<file path="config.mk">
export PLATFORM = sky130hd
export DESIGN_NAME = weight_bit_serializer
export DESIGN_NICKNAME = d
export VERILOG_FILES = /design/src/rtl/weight_bit_serializer.sv
export SDC_FILE = /design/constraint.sdc
export NUM_CORES = 1
export LEC_CHECK = 0
export CORE_MARGIN = 2
export CORE_UTILIZATION = 35
export CTS_CLUSTER_SIZE = 24
export DETAILED_ROUTE_END_ITERATION = 16
export GPL_TIMING_DRIVEN = 1
export SLEW_MARGIN = 20
export SYNTH_ARGS = -nofsm -noshare
export SYNTH_HDL_FRONTEND = slang
export SYNTH_SLANG_ARGS = --single-unit
</file>
<file path="constraint.sdc">
create_clock -name clk -period 3.57 [get_ports clk]
set_clock_uncertainty 0.2 [all_clocks]
set_input_delay 0.8925 -clock clk [delete_from_list [all_inputs] [get_ports clk]]
set_output_delay 0.8925 -clock clk [all_outputs]
set_load 0.02 [all_outputs]
</file>
<file path="src/rtl/weight_bit_serializer.sv">
// -----------------------------------------------------------------------------
// weight_bit_serializer
//
// Purpose:
//   Takes one vector of VEC_LENGTH two's-complement weights per handshake and
//   streams it to the bit-serial MAC array as sign-magnitude bit-columns.
//   The most significant column is sent first. A column whose magnitude bit
//   is zero in every lane is skipped, so bit-sparse vectors take fewer beats.
//   The MAC adds (+/-act << out_column_idx) for each beat it receives.
//
// Ports:
//   clk             clock
//   reset           synchronous, active-high reset
//   in_valid        a weight vector is present on w_in
//   in_ready        a vector can be accepted this cycle
//   w_in            VEC_LENGTH x DATA_WIDTH signed weights (lane 0 in the LSBs)
//   out_valid       the beat on out_* is valid
//   out_ready       downstream consumes the current beat this cycle
//   out_sign        per-lane sign (1 = negative weight), constant per vector
//   out_w_bit       per-lane magnitude bit at out_column_idx
//   out_column_idx  bit position of the current beat
//   out_first       first beat of a vector
//   out_last        final beat of a vector
//
// in_ready depends combinationally on out_ready so that a new vector can be
// loaded on the same edge that retires the last beat of the previous one.
// out_* are driven only from registers, so in_valid has no combinational
// path to any output.
// -----------------------------------------------------------------------------
module weight_bit_serializer #(
  parameter int DATA_WIDTH = 8,
  parameter int VEC_LENGTH = 8,
  localparam int COL_W = (DATA_WIDTH > 1) ? $clog2(DATA_WIDTH) : 1
) (
  input  logic                                  clk,
  input  logic                                  reset,
  input  logic                                  in_valid,
  output logic                                  in_ready,
  input  logic [VEC_LENGTH-1:0][DATA_WIDTH-1:0] w_in,
  output logic                                  out_valid,
  input  logic                                  out_ready,
  output logic [VEC_LENGTH-1:0]                 out_sign,
  output logic [VEC_LENGTH-1:0]                 out_w_bit,
  output logic [COL_W-1:0]                      out_column_idx,
  output logic                                  out_first,
  output logic                                  out_last
);

  localparam logic [0:0] IDLE   = 1'b0;
  localparam logic [0:0] SERIAL = 1'b1;

  logic [0:0]                            state_q;
  logic [VEC_LENGTH-1:0][DATA_WIDTH-1:0] mag_q;
  logic [VEC_LENGTH-1:0]                 sign_q;
  logic [DATA_WIDTH-1:0]                 rem_q;
  logic                                  first_q;

  logic [VEC_LENGTH-1:0][DATA_WIDTH-1:0] mag_in;
  logic [VEC_LENGTH-1:0]                 sign_in;
  logic [DATA_WIDTH-1:0]                 or_in;
  logic [DATA_WIDTH-1:0]                 rem_in;

  logic [COL_W-1:0]                      col_idx;
  logic [DATA_WIDTH-1:0]                 col_mask;
  logic                                  is_last;
  logic                                  serial;
  logic                                  beat_done;
  logic                                  accept;

  // Sign-magnitude conversion of the incoming vector. Negating the most
  // negative value wraps back to itself, which is exactly 2^(DATA_WIDTH-1)
  // when read as unsigned, so no special case is needed. An all-zero vector
  // still gets one column-0 beat so the consumer always sees first/last.
  always_comb begin
    or_in   = '0;
    sign_in = '0;
    mag_in  = '0;
    for (int j = 0; j < VEC_LENGTH; j++) begin
      sign_in[j] = w_in[j][DATA_WIDTH-1];
      mag_in[j]  = sign_in[j] ? -w_in[j] : w_in[j];
      or_in      = or_in | mag_in[j];
    end
    rem_in = (or_in == '0) ? DATA_WIDTH'(1) : or_in;
  end

  // The highest remaining column is the next one to send; the loop keeps the
  // last (highest) set bit it sees.
  always_comb begin
    col_idx = '0;
    for (int i = 0; i < DATA_WIDTH; i++) begin
      if (rem_q[i]) begin
        col_idx = COL_W'(i);
      end
    end
    col_mask = DATA_WIDTH'(1) << col_idx;
    is_last  = (rem_q != '0) && ((rem_q & (rem_q - DATA_WIDTH'(1))) == '0);
  end

  // Beat fields are gated by SERIAL so that every output reads 0 when idle,
  // even though mag_q/sign_q keep the previous vector's contents.
  always_comb begin
    serial         = (state_q == SERIAL);
    out_valid      = serial;
    out_column_idx = serial ? col_idx : '0;
    out_sign       = serial ? sign_q : '0;
    out_first      = serial & first_q;
    out_last       = serial & is_last;
    out_w_bit      = '0;
    for (int j = 0; j < VEC_LENGTH; j++) begin
      out_w_bit[j] = serial & mag_q[j][col_idx];
    end
  end

  always_comb begin
    beat_done = serial & out_ready;
    in_ready  = !serial | (beat_done & is_last);
    accept    = in_valid & in_ready;
  end

  // A new vector can only be accepted in IDLE or on the edge that retires the
  // last beat, so loading it simply overrides the end-of-vector bookkeeping
  // and the stream continues with no bubble.
  always_ff @(posedge clk) begin
    if (reset) begin
      state_q <= IDLE;
      mag_q   <= '0;
      sign_q  <= '0;
      rem_q   <= '0;
      first_q <= 1'b0;
    end else if (accept) begin
      state_q <= SERIAL;
      mag_q   <= mag_in;
      sign_q  <= sign_in;
      rem_q   <= rem_in;
      first_q <= 1'b1;
    end else if (beat_done) begin
      rem_q   <= rem_q & ~col_mask;
      first_q <= 1'b0;
      if (is_last) begin
        state_q <= IDLE;
      end
    end
  end

endmodule

</file>
# Yosys cells after proc, flatten, opt, wreduce, memory -nomap -nowiden
# Cells that the tools add are included.
# word_totals
ff_bits	82
in_bits	68
out_inout_bits	23
elab_cells	96
# op_classes
add_sub_neg	9
n_lt_le_gt_ge	1
shift	1
muxes	41
bitwise	24
reduce_logical	8
# op_table
operator	n
two-way mux 8 bit	12
negation 8 bit	8
bitwise OR 8 bit	7
binary-select mux 1 bit (select 3 bit)	8
two-way mux 3 bit	7
AND 8 bit	2
zero test 8 bit	2
two-way mux 1 bit	14
AND 1 bit	13
inverter 8 bit	1
nonzero test 8 bit	1
<< shifter 1 x 3 -> 8 bit, first input constant	1
subtractor 8 x 1 -> 8 bit, second input constant	1
less-than comparator 3 x 4 -> 1 bit, second input constant	1
nonzero test 2 bit	2
AND reduction 2 bit	1
logical AND 1 bit	1
zero test 1 bit	1
bitwise OR 1 bit	1

# Logic depth before layout (Yosys ltp)
# Gate-level depths: netlist of the first run.
# depth
depth_word	12
depth_mapped	10
depth_no_buf	9

# Worst setup path after synthesis of the first run
# Ideal clock, no wire load.
# synth_timing
path_kind	register to output
from	register rem_q[7]
to	output port out_w_bit[1]
arrival_time_ns	1.975
t_required_ns	2.477
slack_ns	0.503
path_stages_with_launch	10
path_buffers	3
cell_sequence	dfxtp_1 -> clkbuf_1 -> nor2_1 -> o21ai_1 -> buf_1 -> buf_4 -> mux2i_1 -> nor2_1 -> a21oi_1 -> o22ai_1
# synth_between
elab_chain_len	4
# synth_lines
item	line	source
start: declaration	55	logic [DATA_WIDTH-1:0] rem_q;
start signal: assignment	134	rem_q <= rem_in;
start signal: assignment	137	rem_q <= rem_q & ~col_mask;
two-way mux 3 bit	91	if (rem_q[i]) begin
binary-select mux 1 bit (select 3 bit)	110	out_w_bit[j] = serial & mag_q[j][col_idx];
two-way mux 1 bit (implied by the code)	110	
AND 1 bit	110	
end: declaration	43	output logic [VEC_LENGTH-1:0] out_w_bit,
# No other way between the ends. The select of a mux whose other input is x is not followed.

# Final worst setup path of the first run
# layout_timing
from	input port out_ready
to	output port in_ready
# layout_between
elab_chain_len	3
# layout_lines
item	line	source
start: declaration	41	input logic out_ready,
AND 1 bit	115	beat_done = serial & out_ready;
AND 1 bit	116	in_ready = !serial | (beat_done & is_last);
bitwise OR 1 bit	116	
end: declaration	38	output logic in_ready,
# No other way between the ends.

==> results of run 1 <==
==> what timing repair did <==
item / 4_1_cts / 5_1_grt
resized for setup: 9 / 27
endpoints found under the hold margin: 0 / 0
hold buffers: 0 / 0
endpoints found under the setup margin: 8 / 9
==> sequential cells by signal, indices dropped and copies added, names as in the netlist <==
| name | count |
|---|---|
| sign_q | 8 |
| out_valid | 1 |
| mag_q | 64 |
| first_q | 1 |
| rem_q | 8 |
==> worst min-delay path by stage <==
stage                          from   endpoint  slack, ns
final                       first_q    first_q       0.25
after global routing        first_q    first_q       0.27
after CTS                   first_q    first_q       0.25
after detailed placement    first_q    first_q       0.24
after global placement    sign_q[7]  sign_q[7]       0.24
after floorplan             first_q    first_q       0.23
==> kinds of logic after synthesis <==
logic type / after synthesis
buffers and inverters: 74
AO/OA/AOI/OAI: 141
XOR/XNOR: 40
adder cells (fa/ha/maj): 8
flip-flops: 82
multiplexers: 41
AND/OR/NAND/NOR: 251
==> cells in the final DEF (no fill, tap or decap), types with 13 or more instances in the layout <==
master,count
xor2_1,16
nand2_1,59
a21oi_1,48
dfxtp_1,76
clkdlybuf4s50_1,80
mux2i_1,25
mux2_2,16
buf_4,21
inv_1,27
nor2_1,99
and2_1,13
a211oi_1,38
o31ai_1,15
xnor2_1,24
==> layer usage <==
layer | GRT usage | routed length [um] | share of wire
met5 | 0 | 0 | 0
met2 | 0.318 | 7200 | 0.48
met4 | 0.0800 | 395 | 0.026
met3 | 0.0353 | 502 | 0.034
met1 | 0.257 | 6830 | 0.46
==> through the flow <==
| stage | hold slack [ns] | TNS, ns | worst slack, ns | instance area, sq um | util |
|---|---|---|---|---|---|
| 4_1_cts | 0.252 | -0.0146 | -0.0146 | 6500 | 0.465 |
| 3_3_place_gp | 0.239 | 0 | 0.155 | 6190 | 0.443 |
| 5_1_grt | 0.274 | -0.0139 | -0.0139 | 6520 | 0.466 |
| 2_1_floorplan | 0.232 | 0 | 0.503 | 5060 | - |
| 6_report | 0.250 | 0 | 0.129 | 6520 | 0.466 |
| 3_5_place_dp | 0.244 | 0 | 0.102 | 6190 | 0.443 |
==> power breakdown <==
part           switching [mW]  leakage (nW)  internal [mW]  total [mW]
clock network           0.363         0.156          0.648        1.01
logic                   0.607          1.64          0.484        1.09
registers              0.0769         0.678           1.04        1.11
total                    1.05          2.48           2.17        3.22
==> final cells by class <==
class                   instances  area [sq um]  share of cell area
clock inverters                 2          60.1             0.00921
repair buffers                117          1120               0.172
well taps                     180           225              0.0345
flip-flops and latches         82          1650               0.253
clock buffers                  13           260              0.0399
multi-input cells             481          3100               0.476
inverters                      27           101              0.0155
==> critical path, cell delays in order <==
cell	delay, ns
clkdlybuf4s50_1	0.48
nor2_1	0.04
a31oi_1	0.17
and2_1	0.17
clkdlybuf4s50_1	0.60
==> impl_metrics.py, run 1 <==
metrics = {
    "run_status": {
        "outcome": "completed",
    },
    "floorplanning": {
        "die_area_sq_um": 15400,
        "rows": 43,
        "die_x_um": 124,
        "fp.dieH_um": 124,
        "core_area_sq_um": 14000,
        "start_util": 0.362,
        "ios": 91,
    },
    "synth": {
        "synth_fa_ha_area_frac": 0.0198,
        "synth_xor_area_frac": 0.0693,
        "synth_mux_area_frac": 0.0851,
        "ys_seq_area_frac": 0.325,
        "synthSimpleGateAreaFrac": 0.252,
        "synth_area_leaders": "dfxtp_1 32%, nor2_1 7.3%, a211oi_1 5.6%",
        "synthTopCellsByCount": "99 x nor2_1, 82 x dfxtp_1, 59 x nand2_1, 48 x a21oi_1, 38 x a211oi_1",
        "synth-edff-count": 0,
        "synth_most_common_cell": "nor2_1",
        "yosysUniqueCellTypes": 57,
        "ys.flop_type": "dfxtp_1",
        "synth-async-reset-ratio": 0,
        "avgSynthCellArea_sq_um": 7.94,
        "synth_top_family_by_area": "simple AND/OR/NAND/NOR gates",
        "synth_compound_area_frac": 0.178,
        "synth_top_area_cell": "dfxtp_1",
        "yosysWarningCount": 0,
        "synth_fp_nets": 713,
        "synth_cells": 637,
        "netlist_area_sq_um": 5060,
        "synth_top_area_frac": 0.325,
        "synth-seq-cells": 82,
    },
    "clocking": {
        "cts_made_buffers": 9,
        "cts_tree": "yes",
        "h-tree-depth": 3,
        "root_buffer": "clkbuf_16",
        "clk_pin_slew_ns": 0.06,
        "post_cts_buffers": 0,
        "cts.sink_count": 82,
        "clock_path_buffers": 2,
        "clk_latency_ns": 0.33,
    },
    "route": {
        "vias_per_cell": 5.27,
        "routedWlPerCell_um": 16.5,
        "drc": 0,
        "vias": 4754,
        "routed_wl_um": 14900,
        "first_pass_iters": 4,
        "ant_nets": 0,
        "drt_iter0_markers": 270,
    },
    "global_route": {
        "gr-usage-all-layers": 0.196,
        "grt_max_degree": 83,
        "grt_pass1_vias": 4648,
        "grt_pass1_wl_um": 24400,
        "grt-ovfl-total": 0,
        "antenna_found_initial": 0,
    },
    "critical_path": {
        "reg2reg_to": "mag_q[20]",
        "crit_type": "input port to output port",
        "worstPathArrival_ns": 2.35,
        "cp.required_ns": 2.48,
        "reg2reg_from": "rem_q[2]",
        "path_max_fanout": 2,
        "end_kind": "output port",
        "reg2reg_slack_ns": 0.94,
        "critPathCapture": "in_ready",
        "worstRegToRegCells": 8,
        "startpoint_type": "input port",
        "cp-startpoint": "out_ready",
    },
    "sta": {
        "rsz0062_at_grt": "true",
        "min_period_ns": 3.44,
        "hold_viol_final": 0,
        "worst_pin_slew_ns": 0.910,
        "fmax_mhz": 291,
        "slew_viol_final": 0,
        "post-route-period-util": 0.964,
        "setup_violations": 0,
        "slew_headroom": 0.393,
    },
    "final_layout": {
        "drive_gt1_frac": 0.119,
        "num_antenna_cells": 0,
        "fin_nets": 794,
        "layout.cells.non_filler": 902,
        "syn_to_final_growth_pct": 29.0,
        "fillers": 1382,
    },
    "placement": {
        "dp_cells": 887,
        "routabilityCongestion": 0.816,
        "numPortBuffers": 90,
        "dp_hpwl_um": 11400,
    },
    "power": {
        "p_total_mw": 3.22,
        "vdd_ir_drop_max_mv": 0.251,
        "pwr_density_cell_nw_per_um2": 493,
        "p_leak_nw": 2.48,
    },
    "job": {
        "cap_violations": 0,
    },
    "min_path": {
        "hold_class": "register to register",
        "hold_depth": 2,
    },
}
Note: power is estimated with default switching activity, not from simulation.
==> run 2: changes to the inputs <==
- CTS_CLUSTER_DIAMETER: default -> 150
==> results of run 2 <==
Same layout as run 1: the final DEF is identical, and so are final timing and power.
==> run 3: changes to the inputs <==
- ABC_AREA: default -> 1
- PLACE_DENSITY_LB_ADDON: default -> 0.15
==> run 3 against run 2 <==
Critical path depth increased by 4. Clock-buffer cell count decreased by 3. Worst setup slack improved by 0.038 ns. Sequential power decreased by 4%. Cell area increased by 3.1%. Core utilization decreased by 2.2 points. Flip-flop and latch count unchanged. Combinational power decreased by 20%. Final cell count increased by 21%. Synthesized area increased by 6.5%. Critical endpoint is now out_w_bit[2]. Largest power group unchanged.
==> impl_metrics.py, run 3 <==
metrics = {
    "run_status": {
        "outcome": "completed",
    },
    "critical_path": {
        "cp-startpoint": "rem_q[7]",
        "crit_type": "register to output port",
        "startpoint_type": "register",
        "path_max_fanout": 17,
        "reg2reg_from": "rem_q[7]",
        "worstPathArrival_ns": 2.31,
        "end_kind": "output port",
        "cp.required_ns": 2.48,
        "worstRegToRegCells": 12,
    },
    "placement": {
        "dp_hpwl_um": 11500,
        "placedInstanceArea_sq_um": 6450,
        "numPortBuffers": 90,
        "place_ws_ns": 0.218,
        "routabilityCongestion": 0.828,
    },
    "final_layout": {
        "stdcell_area_sq_um": 6720,
        "final_common_cell": "nand2_1",
        "top_regs": "mag_q x64, rem_q x8, sign_q x8",
        "num_antenna_cells": 0,
        "layout_common_cells": "172 x nand2_1, 111 x nor2_1, 98 x inv_1, 82 x dfxtp_1, 82 x clkdlybuf4s50_1",
        "fin_nets": 975,
        "syn_to_final_growth_pct": 24.8,
        "drive_gt1_frac": 0.118,
        "regMostFlops": "mag_q",
        "largest_reg_flops": 64,
        "fillers": 1582,
    },
    "global_route": {
        "grt_max_degree": 82,
        "grt_pass1_vias": 4802,
        "grt_pass1_wl_um": 24500,
        "antenna_found_initial": 0,
        "grt-ovfl-total": 0,
        "gr-usage-all-layers": 0.190,
    },
    "floorplanning": {
        "ios": 91,
        "die_area_sq_um": 16400,
        "rows": 45,
        "core_area_sq_um": 15100,
        "die_x_um": 128,
        "fp.dieH_um": 128,
        "start_util": 0.356,
    },
    "synth": {
        "synth_most_common_cell": "nand2_1",
        "synth-edff-count": 0,
        "netlist_area_sq_um": 5390,
        "synth_top_area_cell": "dfxtp_1",
        "synthTopCellsByCount": "172 x nand2_1, 111 x nor2_1, 98 x inv_1, 82 x dfxtp_1, 62 x nand3_1",
        "synth-seq-cells": 82,
        "synth_fp_nets": 891,
        "synth_area_leaders": "dfxtp_1 30%, nand2_1 12%, nor2_1 7.7%",
        "synth_cells": 815,
        "avgSynthCellArea_sq_um": 6.61,
        "synth-async-reset-ratio": 0,
        "ys_seq_area_frac": 0.305,
        "yosysUniqueCellTypes": 40,
        "synth_top_area_frac": 0.305,
        "ys.flop_type": "dfxtp_1",
        "yosysWarningCount": 0,
    },
    "clocking": {
        "cts.sink_count": 82,
        "clk_pin_slew_ns": 0.06,
        "h-tree-depth": 3,
        "clk_latency_ns": 0.33,
        "clock_path_buffers": 2,
        "holdBufCountCts": 0,
        "cts_tree": "yes",
        "root_buffer": "clkbuf_16",
        "post_cts_buffers": 0,
        "cts_made_buffers": 9,
    },
    "sta": {
        "fin_ws_ns": 0.168,
        "hold_viol_final": 0,
        "slew_headroom": 0.597,
        "post-route-period-util": 0.953,
        "setup_violations": 0,
        "worst_pin_slew_ns": 0.599,
        "fmax_mhz": 294,
        "timing.hold.ws_ns": 0.270,
        "slew_viol_final": 0,
        "finalSetupTns_ns": 0,
        "rsz0062_at_grt": "false",
        "min_period_ns": 3.40,
    },
    "min_path": {
        "hold_depth": 2,
        "holdCritStartpoint": "first_q",
        "hold_class": "register to register",
    },
    "route": {
        "vias_per_cell": 4.91,
        "first_pass_iters": 5,
        "ant_nets": 0,
        "drt_iter0_markers": 354,
        "routed_wl_um": 15400,
        "drc": 0,
        "vias": 5360,
        "routedWlPerCell_um": 14.2,
    },
    "power": {
        "p_leak_nw": 3.09,
        "p_total_mw": 2.82,
        "vdd_ir_drop_max_mv": 0.232,
        "pwr_density_cell_nw_per_um2": 420,
    },
    "job": {
        "cap_violations": 0,
    },
}
## run 3: changes by cell type after synthesis, sizes merged, moves of 22 or more
cell	delta
nand2	+117
o21ai	+85
inv	+77
nand3	+61
a211oi	-30
mux2i	-24
nor2	+22
## run 3: cell type report
cell class	count	area, sq um	share of cell area
Multi-Input combinational cell	592	3060	0.455
Clock inverter	5	40.0	0.00596
Sequential cell	82	1640	0.244
Clock buffer	10	239	0.0355
Inverter	104	403	0.0599
Tap cell	188	235	0.0350
Timing Repair Buffer	110	1110	0.165
## run 3: repair_timing
action,CTS,global route
setup endpoints to repair,7,1
hold endpoints to repair,0,0
resized for setup,7,1
## run 3: critical path: stages (launching register included)
cell	delay, ns
dfxtp_1	0.36
nor2_2	0.17
inv_2	0.06
a21oi_2	0.21
inv_2	0.06
nand3_1	0.07
buf_4	0.25
o22ai_1	0.10
o32ai_1	0.32
dlygate4sd2_1	0.38
## run 3: report_power, final
part | internal, mW | total (mW) | switching [mW]
registers | 1.01 | 1.07 | 0.0557
logic | 0.354 | 0.871 | 0.517
clock network | 0.490 | 0.883 | 0.393
## run 3: through the flow
stage / std cells / utilization
after floorplan: 815 / -
after global placement: 1076 / 0.426
after detailed placement: 1076 / 0.426
after CTS: 1091 / 0.444
after global routing: 1091 / 0.444
final: 1091 / 0.444
## run 3: logic make-up (layout without fill, tap and decap cells)
| kind of cell | after synthesis | after routing | share of synthesized area |
|---|---|---|---|
| AOI/OAI and AO/OA | 193 | 193 | 0.232 |
| DFF | 82 | 82 | 0.305 |
| and+or+nand+nor | 381 | 381 | 0.301 |
| adders and majority gates | 8 | 8 | 0.0186 |
| muxes | 1 | 1 | 0.00186 |
| xor gates and xnor gates | 9 | 9 | 0.0146 |
| buffers and inverters | 141 | 229 | 0.128 |
## run 3: worst paths after layout
path                                     end  slack, ns
worst max register to register     mag_q[36]       1.03
worst min register to register       first_q       0.27
worst min-delay path                 first_q       0.27
worst max-delay path            out_w_bit[2]       0.17
## run 3: layer usage
layer,global-route usage,vias up,wire length [um]
li1,-,2849,-
met1,0.273,2388,7870
met2,0.307,111,6900
met3,0.0230,12,510
met4,0.0433,0,160
met5,0,-,0
==> RTL edit, RTL diff (settings of run 3) <==
`VEC_LENGTH`: 8 -> 16.
--- a/src/rtl/weight_bit_serializer.sv
+++ b/src/rtl/weight_bit_serializer.sv
@@ -31,3 +31,3 @@
   parameter int DATA_WIDTH = 8,
-  parameter int VEC_LENGTH = 8,
+  parameter int VEC_LENGTH = 16,
   localparam int COL_W = (DATA_WIDTH > 1) ? $clog2(DATA_WIDTH) : 1
Ports: changed (resized out_sign, out_w_bit and w_in); port bits go from 91 to 171. The function was not compared with the original's and may differ.
==> RTL edit against run 3 <==
- routed wire length grew 110%
- sequential power grew 85%
- count of clock-buffer cells in the layout grew 11
- sequential cell count grew 72
- global-route usage grew 2.7 points
- design area grew 86%
- area after synthesis grew 82%
- setup slack lost 0.080 ns
- total power grew 88%
- sequential share of layout area grew 0.32 points
- critical path depth grew 2
==> RTL edit: results (changes against run 3) <==
antenna_found_initial: 0  # unchanged
synth_nets: 1768  # +98%
synth_ff_type: "dfxtp_1"
hold_viol: 0  # unchanged
drt-total-wl_um: 32500  # +110%
crit_slowest_cell: "dfxtp_2"
grt_pass1_vias: 9673  # +100%
antennaDiodeCount: 0  # unchanged
yosysSeqAreaShare_pct: 31.4  # +0.89 points
worstMarginPinSlew_ns: 0.563  # -0.0362 ns
cp_top_family: "buffers and inverters"
wl_per_cell_um: 15.1  # +6.7%
path_max_fanout: 17  # unchanged
avgSynthCellArea_um2: 6.07  # -8.2%
detail_route.first_pass.iterations: 5  # unchanged
p_leak_nw: 5.85  # +89%
largest_registers: "mag_q: 128 flops, sign_q: 16 flops, rem_q: 8 flops"
gp_congestion: 0.878  # +6.1%
min-delay-path-class: "flop to flop"
cp_slowest_stage_delay_ns: 0.34  # -0.04 ns
cts.clk_slew.worst_paths_ns: 0.06  # about the same
ir_drop_mv: 0.267  # +15%
yosys-top-cells-count: "nand2_1, nor2_1, o21ai_0"
min-delay-start: "mag_q[33]"
htreeDepth: 4  # +1
clk_path_buf_depth: 2  # unchanged
placed_area_um2: 11900  # +85%
drive_above_1_share_pct: 7.57  # -4.3 points
dp.cells: 2116  # +97%
grt_max_degree: 103  # +26%
synth_warnings: 0  # unchanged
viasPerCell: 4.94  # +0.57%
synth.area.top_cells: "dfxtp_1, nand2_1, nor2_1"
drt_iter0_markers: 545  # +54%
cp-startpoint: "rem_q[2]"
grt_use_total_pct: 21.7  # +2.7 points
async_reset_ff_share_pct: 0  # unchanged
status: "finished, final reports clean"
cts_buffers: 17  # +8
layout.nets: 1906  # +95%
synth.distinct_cells: 35  # -13%
r2r_start: "rem_q[4]"
insertion_delay_ns: 0.43  # +0.10 ns
grt_pass1_wl_um: 49900  # +100%
post-dp-hpwl_um: 23700  # +110%
numPortBuffers: 170  # +89%
worstPathArrival_ns: 2.39  # +0.08 ns
clock_tree.root_cell: "clkbuf_16"
[RTL edit: where the power goes]
part           leakage (nW)  internal (W)  switching, W  total [W]
logic                  4.31      0.000632      0.000970    0.00160
registers              1.28       0.00190     0.0000876    0.00198
clock network         0.263      0.000957      0.000755    0.00171
[RTL edit: final cells by class]
| class | count | area (um^2) |
|---|---|---|
| clock buffer | 21 | 480 |
| clock inverter | 11 | 71.3 |
| fill | 2952 | 15200 |
| inverter | 174 | 656 |
| multi-input combinational | 1211 | 5720 |
| sequential | 154 | 3090 |
| tap | 378 | 473 |
| timing repair buffer | 200 | 1990 |
[RTL edit: metal layers]
layer	GRT usage, %	vias up	wire, um
li1	-	5488	-
met2	36.0	252	15000
met1	29.5	4841	15300
met5	0	-	0
met3	3.31	37	1570
met4	5.78	0	611
[RTL edit: final timing paths]
kind	endpoint	slack, ns	cells past startpoint
worst max-delay path	out_w_bit[4]	0.09	11
worst min-delay path	mag_q[33]	0.25	2
worst max register to register	sign_q[11]	1.12	12
worst min register to register	mag_q[33]	0.25	2
[RTL edit: per-stage QoR]
stage	util (%)	worst slack, ns	setup TNS, ns
2_1_floorplan	-	0.769	0
3_3_place_gp	43.0	0.192	0
3_5_place_dp	43.0	0.116	0
4_1_cts	45.1	-0.0000218	-0.0000218
5_1_grt	45.0	-0.0457	-0.0885
6_report	45.0	0.0878	0
[RTL edit: logic make-up after synthesis]
| logic type | after synthesis | synth area share, % |
|---|---|---|
| compound gates | 345 | 18.4 |
| xor+xnor | 11 | 0.980 |
| fa+ha+maj | 16 | 2.04 |
| flops | 154 | 31.4 |
| simple gates | 839 | 36.2 |
| buf+inv | 255 | 11.0 |
[RTL edit: what timing repair did]
item / 4_1_cts / 5_1_grt
endpoints found under the setup margin: 16 / 17
gates resized for setup: 36 / 24
setup buffers: 1 / 0
